<file path="src/rtl/axi_lite_arbiter.sv">
// axi_lite_arbiter: shares one AXI-Lite slave between a read-only IFU (M0) and an LSU (M1).
// One transaction in flight; grant is held until the response handshake, then re-arbitrated.
module axi_lite_arbiter #(
   parameter int ADDR_W = 32,
   parameter int DATA_W = 32,
   parameter bit RR_EN  = 1'b1
) (
   input  logic                clk,
   input  logic                rst,
   input  logic                m0_arvalid,
   input  logic [ADDR_W-1:0]   m0_araddr,
   input  logic [2:0]          m0_arsize,
   output logic                m0_arready,
   output logic                m0_rvalid,
   output logic [DATA_W-1:0]   m0_rdata,
   output logic [1:0]          m0_rresp,
   input  logic                m0_rready,
   input  logic                m1_arvalid,
   input  logic [ADDR_W-1:0]   m1_araddr,
   input  logic [2:0]          m1_arsize,
   output logic                m1_arready,
   output logic                m1_rvalid,
   output logic [DATA_W-1:0]   m1_rdata,
   output logic [1:0]          m1_rresp,
   input  logic                m1_rready,
   input  logic                m1_awvalid,
   input  logic [ADDR_W-1:0]   m1_awaddr,
   input  logic [2:0]          m1_awsize,
   output logic                m1_awready,
   input  logic                m1_wvalid,
   input  logic [DATA_W-1:0]   m1_wdata,
   input  logic [DATA_W/8-1:0] m1_wstrb,
   output logic                m1_wready,
   output logic                m1_bvalid,
   output logic [1:0]          m1_bresp,
   input  logic                m1_bready,
   output logic                s_arvalid,
   output logic [ADDR_W-1:0]   s_araddr,
   output logic [2:0]          s_arsize,
   input  logic                s_arready,
   input  logic                s_rvalid,
   input  logic [DATA_W-1:0]   s_rdata,
   input  logic [1:0]          s_rresp,
   output logic                s_rready,
   output logic                s_awvalid,
   output logic [ADDR_W-1:0]   s_awaddr,
   output logic [2:0]          s_awsize,
   input  logic                s_awready,
   output logic                s_wvalid,
   output logic [DATA_W-1:0]   s_wdata,
   output logic [DATA_W/8-1:0] s_wstrb,
   input  logic                s_wready,
   input  logic                s_bvalid,
   input  logic [1:0]          s_bresp,
   output logic                s_bready
);
   typedef enum logic [1:0] {IDLE, M0_RD, M1_RD, M1_WR} state_t;
   state_t state, state_n;
   logic last_grant, a_done, w_done, protocol_err_q;
   logic req0, req1r, req1w, pick1, g0, g1r, g1w, rd_end, wr_end;

   assign req0  = m0_arvalid;
   assign req1r = m1_arvalid;
   assign req1w = m1_awvalid | m1_wvalid;
   // On contention M1 wins unless round-robin says it was served last.
   assign pick1 = (req1r | req1w) & (~req0 | (RR_EN == 1'b0) | ~last_grant);
   assign g0  = state == M0_RD;
   assign g1r = state == M1_RD;
   assign g1w = state == M1_WR;
   assign rd_end = (g0 | g1r) & s_rvalid & s_rready;
   assign wr_end = g1w & s_bvalid & s_bready;

   always_ff @(posedge clk or posedge rst)
      if (rst) state <= IDLE;
      else     state <= state_n;

   always_comb
      state_n = (state == IDLE) ? (pick1 ? (req1r ? M1_RD : M1_WR) : (req0 ? M0_RD : IDLE))
              : (rd_end | wr_end) ? IDLE : state;

   // Address and write-data phases are accepted once per grant.
   always_ff @(posedge clk or posedge rst)
      if (rst) begin
         last_grant     <= 1'b1;
         a_done         <= 1'b0;
         w_done         <= 1'b0;
         protocol_err_q <= 1'b0;
      end else begin
         if (state == IDLE && (req0 | req1r | req1w)) last_grant <= pick1;
         a_done         <= (state != IDLE) & (a_done | (s_arvalid & s_arready) | (s_awvalid & s_awready));
         w_done         <= g1w & (w_done | (s_wvalid & s_wready));
         protocol_err_q <= (s_rvalid & ~(g0 | g1r)) | (s_bvalid & ~g1w);
      end

   always @(posedge clk)
      if (!rst) assert (!protocol_err_q);

   always_comb begin
      s_arvalid  = ~a_done & ((g0 & m0_arvalid) | (g1r & m1_arvalid));
      s_araddr   = g0 ? m0_araddr : g1r ? m1_araddr : '0;
      s_arsize   = g0 ? m0_arsize : g1r ? m1_arsize : 3'd0;
      m0_arready = g0 & ~a_done & s_arready;
      m1_arready = g1r & ~a_done & s_arready;
      s_rready   = (g0 & m0_rready) | (g1r & m1_rready);
      m0_rvalid  = g0 & s_rvalid;
      m0_rdata   = g0 ? s_rdata : '0;
      m0_rresp   = g0 ? s_rresp : 2'b00;
      m1_rvalid  = g1r & s_rvalid;
      m1_rdata   = g1r ? s_rdata : '0;
      m1_rresp   = g1r ? s_rresp : 2'b00;
      s_awvalid  = g1w & ~a_done & m1_awvalid;
      s_awaddr   = g1w ? m1_awaddr : '0;
      s_awsize   = g1w ? m1_awsize : 3'd0;
      m1_awready = g1w & ~a_done & s_awready;
      s_wvalid   = g1w & ~w_done & m1_wvalid;
      s_wdata    = g1w ? m1_wdata : '0;
      s_wstrb    = g1w ? m1_wstrb : '0;
      m1_wready  = g1w & ~w_done & s_wready;
      s_bready   = g1w & m1_bready;
      m1_bvalid  = g1w & s_bvalid;
      m1_bresp   = g1w ? s_bresp : 2'b00;
   end
endmodule

</file>
<file path="config.mk">
export PLATFORM = sky130hd
export DESIGN_NAME = axi_lite_arbiter
export DESIGN_NICKNAME = d
export VERILOG_FILES = /design/src/rtl/axi_lite_arbiter.sv
export SDC_FILE = /design/constraint.sdc
export NUM_CORES = 1
export LEC_CHECK = 0
export BUFFER_PORTS_ARGS = -buffer_cell sky130_fd_sc_hd__buf_2
export CAP_MARGIN = 20
export CORE_AREA = 2 2 149 151
export DETAILED_ROUTE_END_ITERATION = 6
export DIE_AREA = 0 0 151 153
export PLACE_DENSITY = 0.37
export SETUP_SLACK_MARGIN = 0.1
export SLEW_MARGIN = 15
export SYNTH_ARGS = -nofsm -noshare
export SYNTH_HDL_FRONTEND = slang
export SYNTH_SLANG_ARGS = --single-unit
</file>
<file path="constraint.sdc">
create_clock -name clk -period 1.9 [get_ports clk]
set_clock_uncertainty 0.2 [all_clocks]
set_input_delay 0.19 -clock clk [delete_from_list [all_inputs] [get_ports clk]]
set_output_delay 0.19 -clock clk [all_outputs]
set_load 0.02 [all_outputs]
</file>
# Yosys cells after proc, flatten, opt, wreduce, memory -nomap -nowiden
# Cells that the tools add are included.
# totals
reg_bits	5
out_inout_bits	188
# classes
n_eq_ne	3
bitwise_logic	44
n_reduce_logical	4
muxes	18
# op_table
op	count
two-way mux 32 bit	6
AND 1 bit	28
two-way mux 2 bit	6
OR 1 bit	12
two-way mux 3 bit	3
equality test 2 bit (second input constant)	2
two-way mux 4 bit	1
inverter 1 bit	4
nonzero test 2 bit	2
equality test 2 x 1 -> 1 bit (second input constant)	1
zero test 2 bit	1
two-way mux 1 bit	2
logical AND 1 bit	1

# Longest topological paths before layout
# Gate-level depths: netlist (run 1).
# depth
depth_word	8
ltp_mapped	6
mapped_depth_nobuf	5

# Least setup slack after synthesis (run 1)
# Ideal clock, no wire load.
# synth_path
path_type	register to output
startpoint	reg state[1]
endpoint	out m0_arready
arrival_time_ps	1488
stages_incl_launch_ff	6
path_slack_ps	22
cell_sequence	dfrtp_1 inv_1 ha_1 buf_4 buf_2 nor3b_1
# synth_between
elab_chain_cells	3
# synth_rtl
item	line_no	source
start, declared	58	state_t state, state_n;
start signal, assigned	75	else state <= state_n;
equality test 2 x 1 -> 1 bit	67	assign g0 = state == M0_RD;
AND 1 bit (2 in a row)	102	m0_arready = g0 & ~a_done & s_arready;
end, declared	13	output logic m0_arready,
# No other way between the ends.

# Worst setup path after layout (run 1)
# layout_path
startpoint	reg state[0]
endpoint	out s_wvalid
# layout_between
elab_chain_cells	3
# layout_rtl
item	line_no	source
equality test 2 bit	69	assign g1w = state == M1_WR;
AND 1 bit (2 in a row)	115	s_wvalid = g1w & ~w_done & m1_wvalid;
end, declared	49	output logic s_wvalid,
# No other way between the ends.

==> results of run 1 <==
cell families (layout without fill, tap and decap cells):
kind of cell / count (synthesis) / in the layout / share of synthesized area
AO/OA/AOI/OAI: 46 / 46 / 0.223
buffers and inverters: 31 / 427 / 0.0943
flip-flops: 5 / 5 / 0.0721
adder cells (fa/ha/maj): 4 / 4 / 0.0286
AND/OR/NAND/NOR: 163 / 163 / 0.582
other: 0 / 2 / 0
state kept, by name, summed over array words and instances (netlist names):
name	cells
a_done	1
last_grant	1
state	2
w_done	1
metrics by stage:
step                       util  setup slack (ns)  hold WS [ns]  std cells
after global placement    0.183            0.0217       -0.0784        889
after global routing      0.243            -0.152         0.133        927
final                     0.243           -0.0972        0.0573        927
after detailed placement  0.183            0.0331       -0.0698        889
after CTS                 0.234           -0.0795        0.0608        917
after floorplan               -             0.135        -0.232        249
cell type report:
| type | instances | share of cell area |
|---|---|---|
| multi-input combinational | 213 | 0.305 |
| timing repair buffer | 417 | 0.583 |
| tap | 280 | 0.0671 |
| inverter | 6 | 0.00431 |
| antenna | 2 | 0.000959 |
| sequential | 5 | 0.0247 |
| clock buffer | 4 | 0.0151 |
worst min-delay path by stage:
stage / from / to / slack, ns / depth (start not counted)
6_report: s_wready / w_done / 0.06 / 3
5_1_grt: s_wready / w_done / 0.13 / 3
4_1_cts: s_wready / w_done / 0.06 / 3
3_5_place_dp: rst / w_done / -0.07 / 2
3_3_place_gp: rst / w_done / -0.08 / 2
2_1_floorplan: rst / a_done / -0.23 / 1
placed cells by master, fill, tap and decap left out, types with 4 or more instances in the layout:
cell	count
and3b_1	4
buf_12	8
and2_4	33
buf_4	60
buf_2	265
and2_1	113
clkbuf_16	7
buf_16	6
buf_6	69
inv_1	4
a22o_1	35
what timing repair did:
action / CTS / global route
hold buffers: 2 / 0
gates resized for setup: 214 / 33
pin swaps: 3 / 13
endpoints found under the hold margin: 6 / 0
buffers inserted: 13 / 6
cloned: 9 / 5
endpoints found under the setup margin: 186 / 190
critical path, stage by stage (launching register included):
cell	delay (ns)
dfrtp_2	0.43
buf_4	0.16
ha_4	0.18
buf_4	0.14
buf_12	0.13
and3b_1	0.17
buf_2	0.16
report_power, final:
part / total [mW] / switching, mW / internal [mW]
combinational: 7.06 / 3.49 / 3.57
clock: 0.347 / 0.0685 / 0.278
sequential: 0.221 / 0.0588 / 0.162
layer usage:
layer,part of all wire,global-route usage,vias to the layer above,wire length [µm]
met2,0.56,0.205,252,7460
met4,0.048,0.0441,0,636
met5,0,0,-,0
met1,0.31,0.0829,1507,4110
met3,0.086,0.0140,27,1160
li1,-,-,1618,-
==> flow_summary_export.csv, run 1 <==
group,metric,value,unit
worst_setup_path,critPathLaunchType,"flop",
worst_setup_path,regToRegStartpoint,"state[1]",
synth,syn_nets,444,
worst_setup_path,r2r_slack,0.11,ns
finish,multi_input_area,1590,µm²
finish,nFillCells,2324,
finish,drive_gt1_frac,0.718,
synth,synth.yosys.seq_area_share,0.0721,
finish,seqCellArea,129,µm²
cts,root_buffer,"clkbuf_16",
global_route,antenna_found_initial,2,
pwr,finalPower,7.63,mW
sta,min_period_over_period,1.05,
sta,rsz0062_at_grt,"true",
sta,period_minus_slack,2.00,ns
place,dp_hpwl,9220,µm
sta,fin_ws,-0.0972,ns
drt,drc,0,
global_route,grt_pass1_vias,3432,
finish,final_nets,841,
cts,clk_path_buf_depth,2,
drt,drt_pre_antenna_iters,4,
cts,cts_buffers,3,
synth,ys.flop_type,"dfrtp_1",
place,place_area,3940,µm²
synth,syn_inst,249,
die,die_w,151,µm
global_route,grt_util_all_layers,0.0957,
worst_setup_path,critical_path_required,1.51,ns
worst_setup_path,critPathMaxFanout,11,
die,fp-row-count,54,
synth,synthArstFlopShare,1.00,
drt,vias,3404,
drt,vias_per_cell,3.67,
worst_setup_path,arrival,1.61,ns
drt,drt-wirelength-per-cell,14.4,µm
finish,fin_area,5220,µm²
synth,netlist_area,1750,µm²
die,ios,379,
synth,yosys-top-cells-count,"and2_1 (146), a22o_1 (35), clkbuf_1 (8), clkbuf_2 (7), inv_1 (6)",
cts,h-tree-depth,1,
synth,synth_cell_types,27,
place,port_buffers,378,
die,die_h,153,µm
place,routabilityCongestion,0.823,
global_route,grt_start_max_net_pins,42,
cts,clk_latency,0.23,ns
cts,cts_sinks,5,
die,start_util,0.0815,
synth,yosys_warnings,0,
synth,synth.largest_area_cell,"and2_1",
drt,drtIter0Drc,59,
drt,ant_nets,0,
worst_setup_path,endpoint,"s_wvalid",
cts,cts_tree,"yes",
sta,hold_viol_final,0,
synth,synth_top_cell_area_share,0.521,
worst_setup_path,cp-startpoint,"state[0]",
global_route,grt_overflow,0,
synth,synth_edf_count,0,
flow_run,drv_cap,0,
sta,setup_violations,117,
sta,fmax,0.501,GHz
outcome,failed_checks,"negative setup slack",
worst_setup_path,timing.rr.end,"state[0]",
sta,slew_violations,0,
die,die-area,23100,µm²
synth,synth.area.top_cells,"and2_1 (52%), a22o_1 (18%), dfrtp_1 (5.7%)",
worst_setup_path,critPathCaptureType,"output port",
pwr,powerDensity,1460,nW/µm²
global_route,grt_pass1_wl,17100,µm
pwr,ir_worst_vdd,0.000458,V
worst_setup_path,r2r_cells,8,
outcome,status,"finished, violations left",
finish,synthToLayoutAreaGrowth,198,%
synth,yosysMostFrequentCell,"and2_1",
worst_setup_path,path_class,"flop to output port",
sta,tightest_slew,0.246,ns
synth,avgSynthCellArea,7.03,µm²
drt,routed_wl,13400,µm
hold_path,hold_class,"input port to flop",
cts,clk_pin_slew,0.04,ns
pwr,leakagePower,2.93,nW
sta,finalSetupTns,-7.52,ns
sta,relSlewSlack,0.836,
die,core_area,21500,µm²
synth,ys_ff_latch,5,
(Power assumes the default switching activity.)
==> inputs of run 2 (changes only) <==
Clock period 1.9 ns to 2.2 ns, I/O delays scaled along.
==> flow_summary_export.csv, run 2 (synthesis results as in run 1) <==
group,metric,value,unit
outcome,status,"completed",
finish,final_cell_mix,"buf_2 (371), and2_1 (146), a22o_1 (35)",
global_route,grt_overflow,0,
sta,tightest_slew,0.291,ns
finish,drive_gt1_frac,0.651,
drt,vias,3159,
place,dp_hpwl,10100,µm
global_route,grt_util_all_layers,0.0886,
die,start_util,0.0815,
drt,drt_pre_antenna_iters,5,
die,die_h,153,µm
worst_setup_path,r2r_slack,0.41,ns
drt,routed_wl,11800,µm
cts,cts_sinks,5,
drt,drc,0,
finish,final_common_cell,"buf_2",
cts,clk_path_buf_depth,2,
finish,synthToLayoutAreaGrowth,140,%
drt,vias_per_cell,3.50,
hold_path,worstHoldEndpoint,"last_grant",
cts,cts_buffers,3,
worst_setup_path,path_class,"flop to output port",
place,routabilityCongestion,0.762,
die,ios,379,
flow_run,drv_cap,0,
drt,ant_nets,0,
hold_path,hold_class,"input port to flop",
worst_setup_path,r2r_cells,6,
worst_setup_path,regToRegStartpoint,"state[1]",
sta,period_minus_slack,2.06,ns
global_route,grt_pass1_vias,2912,
sta,slew_violations,0,
sta,rsz0062_at_grt,"true",
worst_setup_path,arrival,1.64,ns
pwr,ir_worst_vdd,0.000292,V
cts,clk_pin_slew,0.03,ns
hold_path,whs_path_depth,2,
worst_setup_path,critPathLaunchType,"flop",
worst_setup_path,crit_chain,"buf_6 > ha_4 > nor2b_4 > buf_6 > clkbuf_16 > a22o_1 > buf_2",
worst_setup_path,cpMostUsedCell,"buf_6",
finish,largest_register_ff_count,2,
cts,clk_latency,0.23,ns
worst_setup_path,critPathCaptureType,"output port",
sta,fmax,0.486,GHz
worst_setup_path,cp_slowest_cell,"dfrtp_1",
cts,cts_tree,"yes",
sta,finalSetupTns,0,ns
finish,top_register,"state",
place,port_buffers,378,
drt,drtIter0Drc,84,
sta,fin_ws,0.143,ns
sta,setup_violations,0,
drt,drt-wirelength-per-cell,13.1,µm
die,core_area,21500,µm²
global_route,grt_pass1_wl,15600,µm
worst_setup_path,critPathMaxStageDelay,0.39,ns
global_route,antenna_found_initial,1,
die,fp-row-count,54,
hold_path,hold_start,"m0_arvalid",
die,die-area,23100,µm²
sta,hold_viol_final,0,
die,die_w,151,µm
place,place_ws,0.169,ns
cts,h-tree-depth,1,
finish,fin_area,4210,µm²
pwr,powerDensity,1150,nW/µm²
finish,final_nets,818,
sta,relSlewSlack,0.806,
pwr,leakagePower,2.62,nW
global_route,grt_start_max_net_pins,83,
worst_setup_path,critical_path_required,1.78,ns
cts,root_buffer,"clkbuf_16",
pwr,finalPower,4.84,mW
worst_setup_path,critPathMaxFanout,9,
place,place_area,3940,µm²
worst_setup_path,timing.rr.end,"state[0]",
sta,min_period_over_period,0.935,
[run 2: timing repair]
item                                   4_1_cts  5_1_grt
hold buffers                                 1        0
setup endpoints to repair                   36       25
endpoints found under the hold margin        5        0
buffers inserted                             6        1
pin swaps                                    0        2
gates resized for setup                     10       12
cloned                                       1        1
[run 2: report_power, final]
group          internal [mW]  leakage (nW)  switching, mW  total, mW
Combinational           1.78          2.52           2.58       4.35
Sequential             0.138        0.0606         0.0439      0.182
Clock                  0.240        0.0382         0.0613      0.302
[run 2: worst max path at each step]
| stage | to | cells past startpoint | startpoint |
|---|---|---|---|
| floorplan | m0_arready | 5 | state[1] |
| global placement | s_araddr[2] | 6 | state[0] |
| detailed placement | s_araddr[30] | 6 | state[0] |
| CTS | s_araddr[30] | 7 | state[1] |
| global route | s_araddr[27] | 7 | state[1] |
| finish | s_araddr[25] | 7 | state[1] |
[run 2: layer usage]
| metal | wire length [µm] | up-vias | share of wire | global-route usage |
|---|---|---|---|---|
| met4 | 25 | 0 | 0.0021 | 0.00712 |
| met5 | 0 | - | 0 | 0 |
| li1 | - | 1564 | - | - |
| met2 | 6410 | 236 | 0.54 | 0.189 |
| met1 | 4180 | 1355 | 0.35 | 0.0888 |
| met3 | 1180 | 4 | 0.10 | 0.0173 |
[run 2: critical path, delay by kind of cell, from the launching register on]
kind,cells,cell delay [ns]
compound gates,1,0.18
flops,1,0.39
simple gates,1,0.12
fa+ha+maj,1,0.14
buf+inv,4,0.57
[run 2: final cells by class]
class	count	area, µm²
tap	280	350
timing repair buffer	394	2140
sequential	5	128
inverter	6	22.5
clock buffer	4	78.8
antenna	1	2.50
multi-input combinational	213	1490
fill	2459	17300
[run 2: through the flow]
| stage | hold slack [ns] | utilization | cells |
|---|---|---|---|
| 6_report | 0.0257 | 0.196 | 903 |
| 5_1_grt | 0.0668 | 0.196 | 902 |
| 4_1_cts | 0.0291 | 0.193 | 900 |
| 3_5_place_dp | -0.0624 | 0.183 | 888 |
| 3_3_place_gp | -0.0525 | 0.183 | 888 |
| 2_1_floorplan | -0.202 | - | 249 |
